### src/rtl/gdiv_nch.sv
// gdiv_nch: multi-channel stochastic-bitstream divider; each channel uses a saturating
// up/down counter as a feedback integrator. Optional warm-up gating: GDIV_NCH_WARMUP_EN.

module gdiv_nch_lane #(
    parameter int BW = 8
) (
    input  logic          clk,
    input  logic          rst_n,
    input  logic          clr,
    input  logic          mode,
    input  logic          in_valid,
    input  logic [BW-1:0] rand_num,
    input  logic          dividend,
    input  logic          divisor,
    output logic          quotient,
    output logic          sat,
    output logic [BW-1:0] cnt
);
    localparam logic [BW-1:0] MID = {1'b1, {(BW-1){1'b0}}};

    logic q_c;
    logic prod;
    logic inc;
    logic dec;
    logic at_max;
    logic at_min;

    // Comparator turns the counter into the quotient bitstream, which is
    // multiplied back against the divisor and compared with the dividend.
    assign q_c    = (cnt > rand_num);
    assign prod   = mode ? ~(divisor ^ q_c) : (divisor & q_c);
    assign inc    = dividend & ~prod;
    assign dec    = ~dividend & prod;
    assign at_max = &cnt;
    assign at_min = (cnt == '0);

    always_ff @(posedge clk or negedge rst_n) begin
        if (!rst_n) begin
            cnt      <= MID;
            quotient <= 1'b0;
            sat      <= 1'b0;
        end else if (clr) begin
            cnt      <= MID;
            quotient <= 1'b0;
            sat      <= 1'b0;
        end else if (in_valid) begin
            quotient <= q_c;
            if (inc && !at_max)
                cnt <= cnt + BW'(1);
            else if (dec && !at_min)
                cnt <= cnt - BW'(1);
            // A blocked step is remembered until the channel is cleared.
            if ((inc && at_max) || (dec && at_min))
                sat <= 1'b1;
        end
    end
endmodule

module gdiv_nch #(
    parameter int BW     = 8,
    parameter int NCH    = 4,
    parameter int WARMUP = 16
) (
    input  logic           clk,
    input  logic           rst_n,
    input  logic           clr,
    input  logic [NCH-1:0] mode,
    input  logic           in_valid,
    input  logic [BW-1:0]  rand_num,
    input  logic [NCH-1:0] dividend,
    input  logic [NCH-1:0] divisor,
    output logic [NCH-1:0] quotient,
    output logic           out_valid,
    output logic [NCH-1:0] sat
);
    logic [NCH-1:0][BW-1:0] cnt;
    logic                   warm_done;

    for (genvar i = 0; i < NCH; i++) begin : g_lane
        gdiv_nch_lane #(.BW(BW)) u_lane (
            .clk      (clk),
            .rst_n    (rst_n),
            .clr      (clr),
            .mode     (mode[i]),
            .in_valid (in_valid),
            .rand_num (rand_num),
            .dividend (dividend[i]),
            .divisor  (divisor[i]),
            .quotient (quotient[i]),
            .sat      (sat[i]),
            .cnt      (cnt[i])
        );
    end

`ifdef GDIV_NCH_WARMUP_EN
    localparam int WW = (WARMUP > 0) ? $clog2(WARMUP + 1) : 1;
    localparam logic [WW-1:0] WARM_END = WW'(WARMUP);

    logic [WW-1:0] warm_cnt;

    // Counts accepted samples only; stops once the warm-up window is done.
    always_ff @(posedge clk or negedge rst_n) begin
        if (!rst_n)
            warm_cnt <= '0;
        else if (clr)
            warm_cnt <= '0;
        else if (in_valid && !warm_done)
            warm_cnt <= warm_cnt + WW'(1);
    end

    assign warm_done = (warm_cnt == WARM_END);
`else
    logic unused_warmup;
    assign unused_warmup = (WARMUP != 0);
    assign warm_done     = 1'b1;
`endif

    always_ff @(posedge clk or negedge rst_n) begin
        if (!rst_n)
            out_valid <= 1'b0;
        else if (clr)
            out_valid <= 1'b0;
        else
            out_valid <= in_valid & warm_done;
    end
endmodule

### config.mk
export PLATFORM = sky130hd
export DESIGN_NAME = gdiv_nch
export DESIGN_NICKNAME = d
export VERILOG_FILES = /design/src/rtl/gdiv_nch.sv
export SDC_FILE = /design/constraint.sdc
export NUM_CORES = 1
export LEC_CHECK = 0
export CORE_UTILIZATION = 43
export CTS_CLUSTER_SIZE = 30
export DETAILED_ROUTE_END_ITERATION = 7
export PLACE_DENSITY = 0.7
export SYNTH_ARGS = -nofsm -noshare
export SYNTH_HDL_FRONTEND = slang
export SYNTH_SLANG_ARGS = --single-unit
export TNS_END_PERCENT = 20
### constraint.sdc
create_clock -name clk -period 3.73 [get_ports clk]
set_input_delay 0.373 -clock clk [delete_from_list [all_inputs] [get_ports clk]]
set_output_delay 0.373 -clock clk [all_outputs]
set_load 0.05 [all_outputs]
== Word level (Yosys, flattened, before mapping) ==
Cells that the tools add are included.
Operators by class
  add/sub/neg operators: 8
  bitwise logic cells: 28
  reductions and logical operators: 53
  multiplexer cells: 41
  magnitude comparators: 4
Operators with widths (count)
  $mux W8: 16
  $add A8 B1 Y8 const B: 4
  $gt A8 B8 Y1: 4
  $logic_not A8 Y1: 4
  $reduce_and A8 Y1: 4
  $sub A8 B1 Y8 const B: 4
  $mux W1: 25
  $logic_and A1 B1 Y1: 16
  $reduce_and A2 Y1: 8
  $and A1 B1 Y1: 12
  $not A1 Y1: 12
  $reduce_bool A3 Y1: 4
  $reduce_bool A2 Y1: 5
  $logic_not A1 Y1: 8
  $logic_or A1 B1 Y1: 4
  $xor A1 B1 Y1: 4
Word-level totals
  input port bits: 24
  output and inout bits: 9
  register bits after elaboration: 41

== Depth between registers and ports, before layout ==
Gate-level depths: netlist of the first run.
  depth in word-level cells: 11
  mapped depth: 17
  depth with buffers taken out: 17

== Cells and area by module ==
A second synthesis of the first run with hierarchy kept.
Second synthesis, totals
  cells, all modules: 439
  area total of the unflattened synthesis: 3908.7 um^2
By module, submodules not included
  gdiv_nch_lane (g_lane[2].u_lane): area each 972.2 um^2, cells each 109, sequential area each 251.5 um^2, instances 1
  gdiv_nch_lane (g_lane[3].u_lane): area each 969.7 um^2, cells each 110, sequential area each 251.5 um^2, instances 1
  gdiv_nch_lane (g_lane[0].u_lane): area each 964.7 um^2, cells each 109, sequential area each 251.5 um^2, instances 1
  gdiv_nch_lane (g_lane[1].u_lane): area each 963.4 um^2, cells each 109, sequential area each 251.5 um^2, instances 1
  gdiv_nch: area each 38.8 um^2, cells each 2, sequential area each 25.0 um^2, instances 1

== Worst setup path before layout of the first run ==
Ideal clock, no wire load.
  kind: in2reg
  start: in rand_num[1]
  end: reg g_lane[0].u_lane.cnt[6]
  slack: -35 ps
  arrival time: 3629 ps
  stages on the path: 17
  path through: inv_1 > ha_1 > nor2b_1 > o211ai_1 > a21oi_1 > o21a_1 > ha_1 > and2_1 > o21ai_0 > nand2b_1 > inv_1 > fa_1 > nand2b_1 > a21oi_1 > mux2_2 > o211ai_1 > a21oi_1
Between the ends
  word-level cells in the longest chain between the ends: 10
Ends and longest elaborated chain
  start, declared: line 69  | input logic [BW-1:0] rand_num,
  $gt A8 B8 Y1 (*): line 30  | assign q_c = (cnt > rand_num);
  $xor A1 B1 Y1: line 31  | assign prod = mode ? ~(divisor ^ q_c) : (divisor & q_c);
  $not A1 Y1: line 31
  $mux W1 (*): line 31
  $not A1 Y1: line 32  | assign inc = dividend & ~prod;
  $and A1 B1 Y1: line 32
  $logic_and A1 B1 Y1: line 48  | if (inc && !at_max)
  $mux W8: line 48
  $mux W8: line 46  | end else if (in_valid) begin
  $mux W8: line 42  | end else if (clr) begin
  end signal, assigned: line 49  | cnt <= cnt + BW'(1);
  end signal, assigned: line 51  | cnt <= cnt - BW'(1);
  end, declared: line 17  | output logic [BW-1:0] cnt
Mark *: on every way between the ends. The rest lies on a longest branch, timed or not. The select of a mux whose other input is x is not followed.
A chain may end at the register's enable or synchronous reset.

== Worst setup path in the final report of the first run ==
  start: in rand_num[3]
  end: reg g_lane[2].u_lane.cnt[7]
Between the ends
  word-level cells in the longest chain between the ends: 10
Ends and longest elaborated chain (line)
  $gt A8 B8 Y1 (*): 30
  $xor A1 B1 Y1: 31
  $not A1 Y1: 31
  $mux W1 (*): 31
  $not A1 Y1: 32
  $and A1 B1 Y1: 32
  $logic_and A1 B1 Y1: 48
  $mux W8: 48
  $mux W8: 46
  $mux W8: 42
  end signal, assigned: 49
  end signal, assigned: 51
  end, declared: 17
Marks and branches as above.

==> results of run 1 <==
layer usage:
metal,track usage [%],wire (um),vias up
met5,0,0,-
met3,3.37,601,16
met4,4.64,153,0
met2,39.6,5930,122
li1,-,-,2015
met1,30.9,5380,2048
timing repair:
item	in CTS	in global routing
buffers inserted	1	7
resized for setup	23	88
setup endpoints to repair	8	16
pin swaps	7	35
sequential cells by signal, summed over array words and instances (netlist names):
signal and count:
g_lane.u_lane.cnt 32, g_lane.u_lane.sat 4, g_lane.u_lane.quotient 4, out_valid 1
cells by family (layout without fill, tap and decap cells):
| family | Yosys count | in the layout |
|---|---|---|
| compound gates | 174 | 174 |
| simple gates | 146 | 146 |
| fa+ha+maj | 64 | 64 |
| buf+inv | 46 | 133 |
| flops | 41 | 41 |
| mux | 12 | 12 |
| xor+xnor | 8 | 8 |
path summary, 6_finish.rpt:
kind,slack (ns),end,cells after the start
setup reg to reg,0.13,g_lane[0].u_lane.cnt[7]$_DFFE_PN1P_,15
setup / recovery,0.04,g_lane[2].u_lane.cnt[7]$_DFFE_PN1P_,16
min in group clk,0.53,g_lane[1].u_lane.sat$_DFFE_PN0P_,2
hold / removal,0.24,g_lane[2].u_lane.cnt[2]$_DFFE_PN0P_,1
max in group asynchronous,2.89,g_lane[1].u_lane.cnt[1]$_DFFE_PN0P_,1
hold reg to reg,0.53,g_lane[1].u_lane.sat$_DFFE_PN0P_,2
through the flow:
stage	setup slack (ns)	util [%]	cells	setup TNS [ns]	instance area [um2]
6_report	0.0380	61.1	707	0	5640
5_1_grt	-0.114	61.1	707	-0.366	5640
4_1_cts	-0.0503	55.1	700	-0.182	5090
3_5_place_dp	-0.540	53.2	692	-4.94	4910
3_3_place_gp	-0.528	53.2	692	-4.44	4910
2_1_floorplan	-0.0257	-	491	-0.0513	4090
area by class of cell:
type / instances / area, um2 / share of cell area, %
Inverter: 25 / 101 / 1.80
Tap cell: 129 / 161 / 2.86
Multi-Input combinational cell: 404 / 3410 / 60.4
Timing Repair Buffer: 101 / 856 / 15.2
Sequential cell: 41 / 1030 / 18.3
Clock buffer: 7 / 86.3 / 1.53
placed cells by master (no fill, tap or decap), drive strengths merged, types with 5 or more instances in the layout:
master	n
a21o	5
a21oi	74
buf	70
clkbuf	7
clkdlybuf4s50	25
dfrtp	37
dlymetal6s2s	5
ha	60
inv	25
mux2i	8
nand2	14
nand2b	13
nand3	18
nand4	19
nor2	26
nor2b	21
nor3	7
nor3b	5
nor4	8
o211ai	18
o21ai	48
or2	5
power breakdown:
group	switching (mW)	total [mW]	leakage [nW]	internal [mW]
combinational	0.624	1.25	1.77	0.625
clock	0.162	0.310	0.0443	0.147
sequential	0.0776	0.579	0.542	0.501
critical path: stages:
cell and delay, ns:
sky130_fd_sc_hd__clkdlybuf4s50_1 0.47, sky130_fd_sc_hd__inv_2 0.11, sky130_fd_sc_hd__ha_1 0.38, sky130_fd_sc_hd__a21oi_2 0.19, sky130_fd_sc_hd__a21oi_2 0.08, sky130_fd_sc_hd__o22a_1 0.18, sky130_fd_sc_hd__ha_1 0.27, sky130_fd_sc_hd__and2_4 0.17
sky130_fd_sc_hd__o21ai_4 0.15, sky130_fd_sc_hd__nand2b_4 0.16, sky130_fd_sc_hd__ha_1 0.25, sky130_fd_sc_hd__a211oi_2 0.31, sky130_fd_sc_hd__o211ai_1 0.16, sky130_fd_sc_hd__a21oi_2 0.19, sky130_fd_sc_hd__mux2i_1 0.23, sky130_fd_sc_hd__mux2i_1 0.23
==> results.json, run 1 <==
{
  "path_max_fanout": 4,
  "globalplace.congestion": 0.826,
  "detail-route-antenna-nets": 0,
  "power-per-cell-area_nw_per_um2": 379,
  "cts-htree-levels": 2,
  "async_flop_share_pct": 100,
  "clk_latency_ns": 0.29,
  "global_route.overflow_total": 0,
  "multiplexer_share_of_the_synthesized_area_pct": 3.06,
  "floorplan.die_area_um2": 9900,
  "layout.filler_cells": 758,
  "grt_antenna_before_repair": 0,
  "first_pass_grt_wire_length_um": 18500,
  "syn-cell-area_um2": 4090,
  "total_leakage_power_nw": 2.36,
  "grt_max_degree": 46,
  "synth_commonest_cells": "73 x sky130_fd_sc_hd__a21oi_1, 60 x sky130_fd_sc_hd__ha_1, 48 x sky130_fd_sc_hd__o21ai_0, 37 x sky130_fd_sc_hd__dfrtp_1, 26 x sky130_fd_sc_hd__nor2_1",
  "holdWs_ns": 0.235,
  "status": "finished clean",
  "critPathArrivalTime_ns": 3.91,
  "initial_core_utilization_pct": 44.2,
  "mean_cell_area_of_the_mapped_netlist_um2": 8.33,
  "synth_top_cell_area_share_pct": 22.7,
  "clockBufferDepth": 2,
  "grt_util_all_layers_pct": 23.0,
  "crit_start": "rand_num[3]",
  "worst_hold_path_type": "in2async",
  "total_of_flip_flops_plus_latches_after_synthesis": 41,
  "main_area_contributors_after_synthesis": "sky130_fd_sc_hd__dfrtp_1 23%, sky130_fd_sc_hd__ha_1 18%, sky130_fd_sc_hd__a21oi_1 8.9%",
  "main_combinational_cell_family_by_area_after_synthesis": "compound AO/OA/AOI/OAI gates",
  "die_height_um": 99.5,
  "drc_errors": 0,
  "fin_crit_ns": 3.69,
  "core_um2": 9240,
  "hold_viol_final": 0,
  "synthesis.nets": 579,
  "root_buffer": "sky130_fd_sc_hd__clkbuf_8",
  "count_of_buffers_from_port_buffering": 32,
  "worst_setup_hold_path_clk_slew_ns": 0.08,
  "ys_types": 45,
  "fin_total_pwr_mw": 2.14,
  "antenna_cell_count": 0,
  "number_of_buffers_inserted_by_hold_repair_at_cts": 0,
  "fp.dieW_um": 99.5,
  "detailedRoute.firstPassIterationCount": 5,
  "synthMostInstantiatedCell": "sky130_fd_sc_hd__a21oi_1",
  "timing.rr.start": "g_lane[0].u_lane.cnt[7]$_DFFE_PN1P_",
  "cell_count_after_synthesis": 491,
  "final_min_period_over_clock_period_pct": 99.0,
  "detail_route.vias_per_cell": 5.94,
  "drt_first_iter_violations": 134,
  "synthAdderAreaFrac_pct": 20.3,
  "place_hpwl_um": 7970,
  "synth_top_area_cell": "sky130_fd_sc_hd__dfrtp_1",
  "tritoncts.num_buffers": 5,
  "worst-setup-path-type": "in2reg",
  "ys_seq_area_share_pct": 25.2,
  "count_of_flip_flops_with_a_built_in_enable_after_synthesis": 0,
  "timing_worst_slew_pin_value_ns": 0.979,
  "clock_sink_count": 41,
  "area_delta_synth_final_pct": 38.0,
  "finalNetCount": 666,
  "num_rows": 35,
  "floorplan.io_pins": 33,
  "maxSlewHeadroom_pct": 34.7,
  "finalMaxSlewViolations": 0,
  "worst_setup_path_start_kind": "input pin",
  "postSynth.topFlopCell": "sky130_fd_sc_hd__dfrtp_1",
  "route.vias.total": 4201,
  "post_synth_xor_area_fraction_pct": 1.71,
  "fraction_of_the_mapped_netlist_area_in_compound_gates_pct": 25.3,
  "timing.critical_path.to_type": "flip-flop",
  "setup_viol": 0,
  "layout-drive-gt1-share_pct": 29.8,
  "synth_simple_gate_area_share_pct": 19.4,
  "route.detailed.wl_per_inst_um": 17.1,
  "vdd.ir_drop.worst_mv": 0.197,
  "grt_pass1_vias": 3977,
  "synth_warnings": 0,
  "max_freq_ghz": 0.271,
  "tritoncts": "done",
  "timing.clock.skew_ns": 0.00451,
  "detail_route.wirelength_um": 12100,
  "critical_path_required_ns": 3.95,
  "count_of_maximum_capacitance_violations": 0
}
No activity file was read; power rests on OpenSTA's default activity.
==> run 2, diff against run 1 <==
--- a/config.mk
+++ b/config.mk
@@ -5,10 +5,10 @@
 export SDC_FILE = /design/constraint.sdc
 export NUM_CORES = 1
 export LEC_CHECK = 0
-export CORE_UTILIZATION = 43
+export CORE_UTILIZATION = 54
 export CTS_CLUSTER_SIZE = 30
 export DETAILED_ROUTE_END_ITERATION = 7
-export PLACE_DENSITY = 0.7
+export PLACE_DENSITY = 0.84
 export SYNTH_ARGS = -nofsm -noshare
 export SYNTH_HDL_FRONTEND = slang
 export SYNTH_SLANG_ARGS = --single-unit
==> run 2 against run 1 <==
Against the previous run:
- count of clock-buffer cells in the layout grew 1
- register-to-register slack lost 0.10 ns
- critical path type unchanged
- combinational power grew 9.6%
- clock power is essentially flat
- cell count shrank 2.7%
- core utilization grew 18 points
- first-iteration DRC count grew to 3.4 times the previous value
- critical path depth grew 1
- global-route usage grew 6.6 points
==> results.json, run 2 (synthesis results as in run 1) <==
{
  "power.share.sequential_pct": 25.9,
  "post-route-cell-area_um2": 5780,
  "total_switching_power_mw": 0.962,
  "post-route-worst-setup-slack_ns": 0.0265,
  "total_leakage_power_nw": 2.42,
  "detail-route-antenna-nets": 0,
  "placement.cell_area_um2": 4940,
  "die_height_um": 89.0,
  "place_hpwl_um": 8020,
  "status": "finished clean",
  "clock_sink_count": 41,
  "timing.critical_path.to_type": "flip-flop",
  "top_register": "g_lane.u_lane.cnt",
  "number_of_flip_flops_in_the_largest_register": 32,
  "highest_count_cells_in_the_layout_ignoring_fill_and_taps": "78 x sky130_fd_sc_hd__buf_4, 58 x sky130_fd_sc_hd__a21oi_1, 40 x sky130_fd_sc_hd__o21ai_0, 36 x sky130_fd_sc_hd__dfrtp_1, 33 x sky130_fd_sc_hd__ha_4",
  "path_max_fanout": 6,
  "grt_max_degree": 46,
  "intPower_mw": 1.31,
  "worst-setup-path-type": "in2reg",
  "floorplan.io_pins": 33,
  "post-route-util_pct": 79.2,
  "global_route.overflow_total": 0,
  "fin_crit_ns": 3.70,
  "root_buffer": "sky130_fd_sc_hd__clkbuf_8",
  "swShare_pct": 42.4,
  "finalNetCount": 676,
  "grt_antenna_before_repair": 0,
  "pre_cts_slack_ns": -0.615,
  "holdWs_ns": 0.226,
  "detailedRoute.firstPassIterationCount": 5,
  "clockBufferDepth": 2,
  "initial_core_utilization_pct": 56.1,
  "fin_total_pwr_mw": 2.27,
  "worst_setup_hold_path_clk_slew_ns": 0.08,
  "grt_util_met1_pct": 34.2,
  "drt_first_iter_violations": 457,
  "global_routing_met3_resource_utilization_pct": 3.88,
  "worst_hold_path_type": "in2async",
  "tritoncts.num_buffers": 5,
  "critPathArrivalTime_ns": 3.89,
  "timing_worst_slew_pin_value_ns": 1.04,
  "fp.dieW_um": 89.0,
  "cts-htree-levels": 2,
  "placedCellCount": 670,
  "area_delta_synth_final_pct": 41.3,
  "timing.clock.skew_ns": 0.0148,
  "count_of_buffers_from_port_buffering": 32,
  "core_um2": 7290,
  "layout-drive-gt1-share_pct": 32.1,
  "power-per-cell-area_nw_per_um2": 393,
  "num_rows": 31,
  "drc_errors": 0,
  "number_of_buffers_inserted_by_hold_repair_at_cts": 0,
  "hold_viol_final": 0,
  "vdd.ir_drop.worst_mv": 0.226,
  "final_min_period_over_clock_period_pct": 99.3,
  "clk_latency_ns": 0.32,
  "count_of_maximum_capacitance_violations": 0,
  "power.clock.fraction_pct": 13.6,
  "grt_util_all_layers_pct": 29.6,
  "worst_setup_path_start_kind": "input pin",
  "first_pass_grt_wire_length_um": 18300,
  "met2_usage_pct": 56.4,
  "route.detailed.wl_per_inst_um": 21.2,
  "antenna_cell_count": 0,
  "globalplace.congestion": 0.934,
  "final_common_cell": "sky130_fd_sc_hd__buf_4",
  "setup_viol": 0,
  "final.setup.tns_ns": 0,
  "maxSlewHeadroom_pct": 30.4,
  "route.vias.total": 4722,
  "relative_contribution_of_combinational_cells_to_total_power_pct": 60.5,
  "layout_top_registers": "g_lane.u_lane.cnt (32), g_lane.u_lane.quotient (4), g_lane.u_lane.sat (4)",
  "detail_route.vias_per_cell": 6.86,
  "detail_route.wirelength_um": 14600,
  "grt_busiest_layer": "met2",
  "grt_pass1_vias": 4241,
  "max_freq_ghz": 0.270,
  "finalMaxSlewViolations": 0,
  "floorplan.die_area_um2": 7920,
  "tritoncts": "done",
  "critical_path_required_ns": 3.91,
  "finalNonFillerCells": 688,
  "layout.filler_cells": 399
}
[run 2: cell types whose count changed in the layout (fill, tap and decap cells not counted), sizes merged]
cell,previous run,this run
buf,70,80
clkbuf,7,8
dlymetal6s2s,5,7
clkdlybuf4s50,25,24
dlygate4sd2,1,0
[run 2: what timing repair did]
item                                    CTS  global route
gates cloned                              0             0
endpoints found under the setup margin    8            15
resized for setup                        37            81
setup buffers                             2             8
pin swaps                                 9            37
[run 2: power by group through the flow]
stage | logic (mW) | clock network, mW | registers [mW]
after global routing | 1.47 | 0.318 | 0.591
after CTS | 1.11 | 0.296 | 0.563
after detailed placement | 1.03 | 0 | 0.568
after floorplan | 0.675 | 0 | 0.562
after global placement | 0.982 | 0 | 0.565
final | 1.37 | 0.309 | 0.587
[run 2: cell type report]
class | instances | area [um2] | share of cell area [%]
clock buffer | 8 | 80.1 | 1.39
sequential | 41 | 1030 | 17.9
tap | 99 | 124 | 2.14
inverter | 25 | 109 | 1.88
timing repair buffer | 111 | 933 | 16.2
multi-input combinational | 404 | 3500 | 60.6
[run 2: path summary, 6_finish.rpt]
check / from / to / slack (ns) / depth (start not counted)
max: rand_num[2] / g_lane[1].u_lane.cnt[6]$_DFFE_PN0P_ / 0.03 / 17
min: rst_n / g_lane[3].u_lane.cnt[2]$_DFFE_PN0P_ / 0.23 / 1
max reg2reg: g_lane[2].u_lane.cnt[1]$_DFFE_PN0P_ / g_lane[2].u_lane.cnt[7]$_DFFE_PN1P_ / 0.03 / 16
min reg2reg: g_lane[0].u_lane.sat$_DFFE_PN0P_ / g_lane[0].u_lane.sat$_DFFE_PN0P_ / 0.50 / 2
max in group asynchronous: rst_n / g_lane[2].u_lane.cnt[0]$_DFFE_PN0P_ / 2.83 / 1
min in group clk: g_lane[0].u_lane.sat$_DFFE_PN0P_ / g_lane[0].u_lane.sat$_DFFE_PN0P_ / 0.50 / 2
[run 2: routing by layer]
metal  up-vias  wire length [um]
li1       2036                 -
met5         -                 0
met4         0               796
met3        94              1380
met2       374              7100
met1      2218              5310
[run 2: worst max-delay path: stages]
cell                              delay (ns)
sky130_fd_sc_hd__clkdlybuf4s50_1        0.48
sky130_fd_sc_hd__inv_2                  0.07
sky130_fd_sc_hd__ha_1                   0.31
sky130_fd_sc_hd__nand4_1                0.09
sky130_fd_sc_hd__or2_2                  0.30
sky130_fd_sc_hd__o21a_1                 0.16
sky130_fd_sc_hd__ha_4                   0.31
sky130_fd_sc_hd__nor2b_4                0.05
sky130_fd_sc_hd__nor3_4                 0.23
sky130_fd_sc_hd__nand2_4                0.13
sky130_fd_sc_hd__buf_4                  0.17
sky130_fd_sc_hd__ha_4                   0.29
sky130_fd_sc_hd__o21ai_2                0.07
sky130_fd_sc_hd__a21oi_4                0.13
sky130_fd_sc_hd__mux2_2                 0.35
sky130_fd_sc_hd__o211ai_1               0.25
sky130_fd_sc_hd__a21oi_1                0.12
